<file path="config.mk">
export PLATFORM = sky130hd
export DESIGN_NAME = str_byte_serializer
export DESIGN_NICKNAME = d
export VERILOG_FILES = /design/src/rtl/str_byte_serializer.sv
export SDC_FILE = /design/constraint.sdc
export NUM_CORES = 1
export LEC_CHECK = 0
export CAP_MARGIN = 10
export CORE_ASPECT_RATIO = 1.1
export CORE_MARGIN = 2
export CORE_UTILIZATION = 51
export DETAILED_ROUTE_END_ITERATION = 8
export PLACE_DENSITY_LB_ADDON = 0.15
export SKIP_CTS_REPAIR_TIMING = 1
export SLEW_MARGIN = 20
export SYNTH_ARGS = -nofsm -noshare
export SYNTH_HDL_FRONTEND = slang
export SYNTH_SLANG_ARGS = --single-unit
</file>
<file path="constraint.sdc">
create_clock -name clk -period 3.49 [get_ports clk]
set_clock_uncertainty 0.15 [all_clocks]
set_input_delay 1.047 -clock clk [delete_from_list [all_inputs] [get_ports clk]]
set_output_delay 1.047 -clock clk [all_outputs]
set_load 0.05 [all_outputs]
</file>
<file path="src/rtl/str_byte_serializer.sv">
// Right-justified packed string word to byte stream, top valid char first; first byte 1 cycle after accept,
// holds under out_ready stall, zero-bubble between words. Optional NUL skipping via STR_SER_NUL_SKIP_EN.
module str_byte_serializer #(
   parameter int NBYTES = 4,
   parameter int LEN_W  = $clog2(NBYTES + 1)
) (
   input  logic                  clk,
   input  logic                  rst_n,
   input  logic                  in_valid,
   output logic                  in_ready,
   input  logic [NBYTES*8-1:0]   in_data,
   input  logic [LEN_W-1:0]      in_len,
   output logic                  out_valid,
   input  logic                  out_ready,
   output logic [7:0]            out_byte,
   output logic                  out_last,
   output logic                  busy,
   output logic                  err_len
);

   localparam int IDX_W = (NBYTES > 1) ? $clog2(NBYTES) : 1;

   typedef enum logic {IDLE, SHIFT} state_t;

   state_t                state_q;
   logic                  out_valid_q;
   logic [7:0]            out_byte_q;
   logic                  out_last_q;
   logic                  err_len_q;
   logic [NBYTES-1:0]     rem_q;
   logic [NBYTES*8-1:0]   data_q;

   function automatic logic [NBYTES-1:0] len_mask(input logic [LEN_W-1:0] n);
      logic [NBYTES-1:0] m;
      for (int k = 0; k < NBYTES; k++) m[k] = (LEN_W'(k) < n);
      return m;
   endfunction

   function automatic logic [NBYTES-1:0] below_idx(input logic [IDX_W-1:0] i);
      logic [NBYTES-1:0] m;
      for (int k = 0; k < NBYTES; k++) m[k] = (IDX_W'(k) < i);
      return m;
   endfunction

   function automatic logic [IDX_W-1:0] top_bit(input logic [NBYTES-1:0] m);
      logic [IDX_W-1:0] h;
      h = '0;
      for (int k = 0; k < NBYTES; k++) if (m[k]) h = IDX_W'(k);
      return h;
   endfunction

   function automatic logic [7:0] byte_at(input logic [NBYTES*8-1:0] d, input logic [IDX_W-1:0] i);
      logic [7:0] b;
      b = '0;
      for (int k = 0; k < NBYTES; k++) if (IDX_W'(k) == i) b = d[8*k +: 8];
      return b;
   endfunction

   // Characters eligible for emission; rem_q holds the eligible positions still below the current byte.
   logic [NBYTES-1:0] char_ok;
`ifdef STR_SER_NUL_SKIP_EN
   always_comb begin
      char_ok = '0;
      for (int k = 0; k < NBYTES; k++) char_ok[k] = |in_data[8*k +: 8];
   end
`else
   assign char_ok = '1;
`endif

   logic                  accept;
   logic                  load;
   logic                  too_long;
   logic [LEN_W-1:0]      eff_len;
   logic [NBYTES-1:0]     acc_mask;
   logic [NBYTES-1:0]     acc_rem;
   logic [NBYTES-1:0]     adv_rem;
   logic [IDX_W-1:0]      acc_idx;
   logic [IDX_W-1:0]      adv_idx;

   assign too_long = in_len > LEN_W'(NBYTES);
   assign eff_len  = too_long ? LEN_W'(NBYTES) : in_len;
   assign acc_mask = len_mask(eff_len) & char_ok;
   assign acc_idx  = top_bit(acc_mask);
   assign acc_rem  = acc_mask & below_idx(acc_idx);
   assign adv_idx  = top_bit(rem_q);
   assign adv_rem  = rem_q & below_idx(adv_idx);

   assign in_ready = rst_n && ((state_q == IDLE) || (out_valid_q && out_last_q && out_ready));
   assign accept   = in_valid && in_ready;
   // Only reachable from IDLE or on the final handshake, so a load also covers back-to-back words.
   assign load     = accept && (|acc_mask);

   always_ff @(posedge clk) begin
      if (!rst_n) begin
         state_q     <= IDLE;
         out_valid_q <= 1'b0;
         out_byte_q  <= 8'h00;
         out_last_q  <= 1'b0;
         err_len_q   <= 1'b0;
         rem_q       <= '0;
         data_q      <= '0;
      end else begin
         err_len_q <= accept && too_long;
         if (accept) data_q <= in_data;
         if (load) begin
            state_q     <= SHIFT;
            out_valid_q <= 1'b1;
            out_byte_q  <= byte_at(in_data, acc_idx);
            out_last_q  <= (acc_rem == '0);
            rem_q       <= acc_rem;
         end else if (state_q == SHIFT && out_ready) begin
            if (!out_last_q) begin
               out_byte_q <= byte_at(data_q, adv_idx);
               out_last_q <= (adv_rem == '0);
               rem_q      <= adv_rem;
            end else begin
               state_q     <= IDLE;
               out_valid_q <= 1'b0;
               out_last_q  <= 1'b0;
            end
         end
      end
   end

   assign out_valid = out_valid_q;
   assign out_byte  = out_byte_q;
   assign out_last  = out_last_q;
   assign busy      = (state_q == SHIFT);
   assign err_len   = err_len_q;

endmodule

</file>
==> After elaboration in Yosys (flattened, before gate mapping) <==
Index checks and enable logic that the tools add are counted.
{ "op_classes": {"add_sub_neg": 0, "n_mul": 0, "n_div": 0, "order_cmp": 13, "n_eq_ne": 7, "n_shift": 0, "muxes": 27, "bitwise_logic": 3, "reduce_logical": 17} }
{ "op_table": {"columns": ["cell", "n"], "rows": [
  ["$mux 8", 11],
  ["$mux 4", 3],
  ["$and 4x4->4", 2],
  ["$eq 2x2->1 const A", 4],
  ["$logic_not 4->1", 2],
  ["$lt 1x2->1 const A", 4],
  ["$lt 2x2->1 const A", 4],
  ["$mux 1", 8],
  ["$mux 2", 4],
  ["$logic_and 1x1->1", 7],
  ["$lt 1x3->1 const A", 2],
  ["$lt 2x3->1 const A", 2],
  ["$eq 1x2->1 const A", 2],
  ["$logic_not 2->1", 2],
  ["$reduce_and 2->1", 2],
  ["$reduce_bool 2->1", 2],
  ["$reduce_or 4->1", 1],
  ["$gt 3x3->1 const B", 1],
  ["$mux 3", 1],
  ["$ne 2x1->1 const B", 1],
  ["$logic_or 1x1->1", 1],
  ["$not 1->1", 1]
]} }
{ "word_totals": {"ff_bits": 47, "latch_bits": 0, "ramBits": 0, "romBits": 0, "out_inout_bits": 13, "wordCells": 73, "n_memories": 0} }

==> Logic depth before layout (Yosys ltp) <==
{ "logic_depth": {"word_depth": 12, "depth_mapped": 6} }

==> Worst setup path before layout <==
No wires, ideal clock.
{ "synth_timing": {"path_type": "input port to output port", "startpoint": "input rst_n", "endpoint": "output in_ready", "arrival_time_ns": 1.972, "t_required_ns": 2.293, "setup_slack_ns": 0.321, "stages": 3, "path_cell_list": "inv_2 > clkbuf_1 > nor2_1"} }
{ "synth_via": {"elab_chain_len": 1} }
{ "synth_rtl": {"columns": ["element", "line_no", "rtl"], "rows": [
  ["from (decl)", "8", "input logic rst_n,"],
  ["$logic_and 1x1->1", "88", "assign in_ready = rst_n && ((state_q == IDLE) || (out_valid_q && out_last_q && out_ready));"],
  ["to (decl)", "10", "output logic in_ready,"]
]} }
No other way between the ends.

==> Final worst setup path <==
{ "layout_timing": {"startpoint": "input out_ready", "endpoint": "output in_ready"} }
{ "layout_via": {"elab_chain_len": 3} }
{ "layout_rtl": {"columns": ["element", "line_no", "rtl"], "rows": [
  ["from (decl)", "14", "input logic out_ready,"],
  ["$logic_and 1x1->1", "88", null],
  ["$logic_or 1x1->1", "88", null],
  ["$logic_and 1x1->1", "88", null]
]} }
No other way between the ends.

==> reports/qor.txt <==
Slowest cell on crit path -> clkdlybuf4s50_1
Post-synth EDFFs -> 0
Worst endpoint data arrival time -> 2.17 ns
Die W -> 62.4 um
Cells after Synth -> 239
Max IR drop VDD -> 0.261 mV
Post-synthesis mux area share -> 6.42%
Post-route cell area -> 2570 um^2
Pre-antenna DRT Iters -> 5
Mapped cell area -> 1910 um^2
Fin. max-slew vios -> 0
Overall power -> 1060 uW
Max-cap violations -> 0
First-pass GRT wire length -> 8600 um
Status -> finished clean
Clk root buf -> clkbuf_8
Total Wirelength -> 5300 um
HPWL after DPL -> 3780 um
Worst hold stages -> 2
Port Buf Inserts -> 51
I/O Pins -> 52
Dpl cells -> 331
Crit path depth -> 4
Worst setup EP type -> output port
Via count -> 1906
Most frequent cells in the layout -> 59 x nand2_1, 50 x clkdlybuf4s50_1, 38 x dfxtp_1
Hold Path Class -> reg -> reg
Largest net degree at the start of global routing -> 37
RSZ-0062 raised after global routing -> false
Area Overhead vs Synth -> 34.4%
Worst relative slew slack -> 53.4%
CTS Buf Count -> 5
Primary FF master, synth -> dfxtp_1
Die height -> 68.2 um
Placed cell area -> 2480 um^2
Routability cong. -> 0.897
Die ar. -> 4250 um^2
Total clock sinks -> 38
DRT iter0 DRCs -> 129
Final ANT Viol Nets -> 0
WP buf/inv -> 2
Period utilisation layout -> 96.5%
CTS HTree Levels -> 2
CTS tree -> done
Compound-Gate Fraction of Synth Area -> 26.3%
Largest family of logic cells by synthesized area -> compound AO/OA/AOI/OAI gates
Initial Util -> 52.7%
Clk slew on worst S/H paths -> 0.07 ns
Antenna cell count -> 0
Final setup fails -> 0
Antenna violations before repair -> 0
Startpoint Class -> primary input
Yosys warnings -> 0
Core Area -> 3630 um^2
Non-filler instance count after layout -> 339
Fill cells -> 323
Sequential cell area fraction in the yosys report -> 39.8%
Synth Area in Simple Gates -> 22.1%
Detailed-route wire length per cell -> 15.6 um
DRC viols -> 0
Actual slew at the worst max-slew pin -> 0.697 ns
Max incr delay on CP -> 0.46 ns
Post-synth net total -> 278
Grt total ovfl -> 0
Worst EP required -> 2.29 ns
Crit-path max FO -> 4
Most common library cell in the layout ignoring fill and taps -> nand2_1
Synth Area in XOR/XNOR -> 0%
Post-layout nets -> 327
Count of different cell masters after synthesis -> 34
Vias in the first global route -> 1724
Critical-path cell list -> clkdlybuf4s50_1 -> a21boi_1 -> nor2_1 -> buf_12
Max clock buf depth -> 2
Setup tns final -> 0 ns
Syn avg cell area -> 7.99 um^2
Worst-Skew Late Latency -> 0.29 ns
Asr flop ratio synth -> 0%
Finished Core Util -> 70.8%
Share of post-route cells with drive strength above 1 -> 7.96%
Adder-cell share of the synthesized area -> 0%
Vias per Instance -> 5.62
Yosys reg bits -> 38
Row cnt -> 23
Leakage -> 0.00106 uW
Critical path type -> in -> out
CP delay by family, top -> buffers and inverters
Min Tclk post-route -> 3.37 ns
Power density cells -> 414 nW/um^2
Worst R2R Path Depth -> 5
All-Layer GR Usage -> 26.4%
Hold Fails Final Rpt -> 0
Fmax -> 297 MHz
-- kinds of logic after synthesis --
| kind of cell | after synthesis |
|---|---|
| DFF | 38 |
| and+or+nand+nor | 92 |
| buffers and inverters | 21 |
| muxes | 12 |
| AOI/OAI and AO/OA | 76 |
-- worst paths after layout --
check / slack, ns / endpoint / startpoint
max reg2reg: 1.61 / data_q[2] / out_valid
min: 0.30 / data_q[20] / data_q[20]
min reg2reg: 0.30 / data_q[20] / data_q[20]
max: 0.12 / in_ready / out_ready
-- metrics by stage --
stage / hold WS (ns) / worst slack (ns)
2_1_floorplan: 0.281 / 0.321
3_3_place_gp: 0.288 / 0.164
3_5_place_dp: 0.291 / 0.132
4_1_cts: 0.302 / 0.124
5_1_grt: 0.318 / 0.0525
6_report: 0.298 / 0.123
-- cells in the mapped netlist, types with 2 or more instances --
library cell  count  area [um^2]
nand2b_1          7         43.8
a21oi_1          35          175
nor2_1           12         45.0
a31oi_1           6         37.5
nand2_1          59          221
and2_1            2         12.5
buf_2             8         40.0
o21ai_0           2         10.0
a211oi_1          2         15.0
nor2b_1           6         37.5
mux2_1            2         22.5
clkbuf_1          8         30.0
o22ai_1           2         12.5
o211a_1           3         30.0
a221oi_1          6         52.6
dfxtp_1          38          761
mux2i_1          10          100
a211o_1          14          123
buf_4             2         15.0
-- report_power, final --
group          internal [uW]  leakage (uW)  total, uW  switching [uW]
sequential               464      0.000313        489            24.6
clock                    159     0.0000482        314             155
combinational            121      0.000699        261             141
-- state kept, by name, indices dropped and copies added (netlist names) --
signal     cells
err_len        1
out_byte       8
out_last       1
rem_q          3
out_valid      1
data_q        24
-- tightest hold or removal path, stage by stage (launching register included) --
cell and delay (ns):
dfxtp_1 0.31, nand2_1 0.05, a21oi_1 0.05
-- area by class of cell --
type / instances / area (um^2) / area share (%)
inverter: 1 / 3.75 / 0.146
multi-input combinational: 180 / 1050 / 40.7
sequential: 38 / 761 / 29.6
tap: 50 / 62.6 / 2.44
timing repair buffer: 62 / 603 / 23.5
clock inverter: 1 / 5.00 / 0.195
clock buffer: 7 / 86.3 / 3.36
-- layer usage --
layer  GRT usage [%]  vias up  wire, um
met5               0        -         0
met4            8.33        0        64
met3            5.76        7       367
met2            49.0       79      2660
met1            31.0      887      2210
li1                -      933         -
Power figures use the tool's default switching activity.
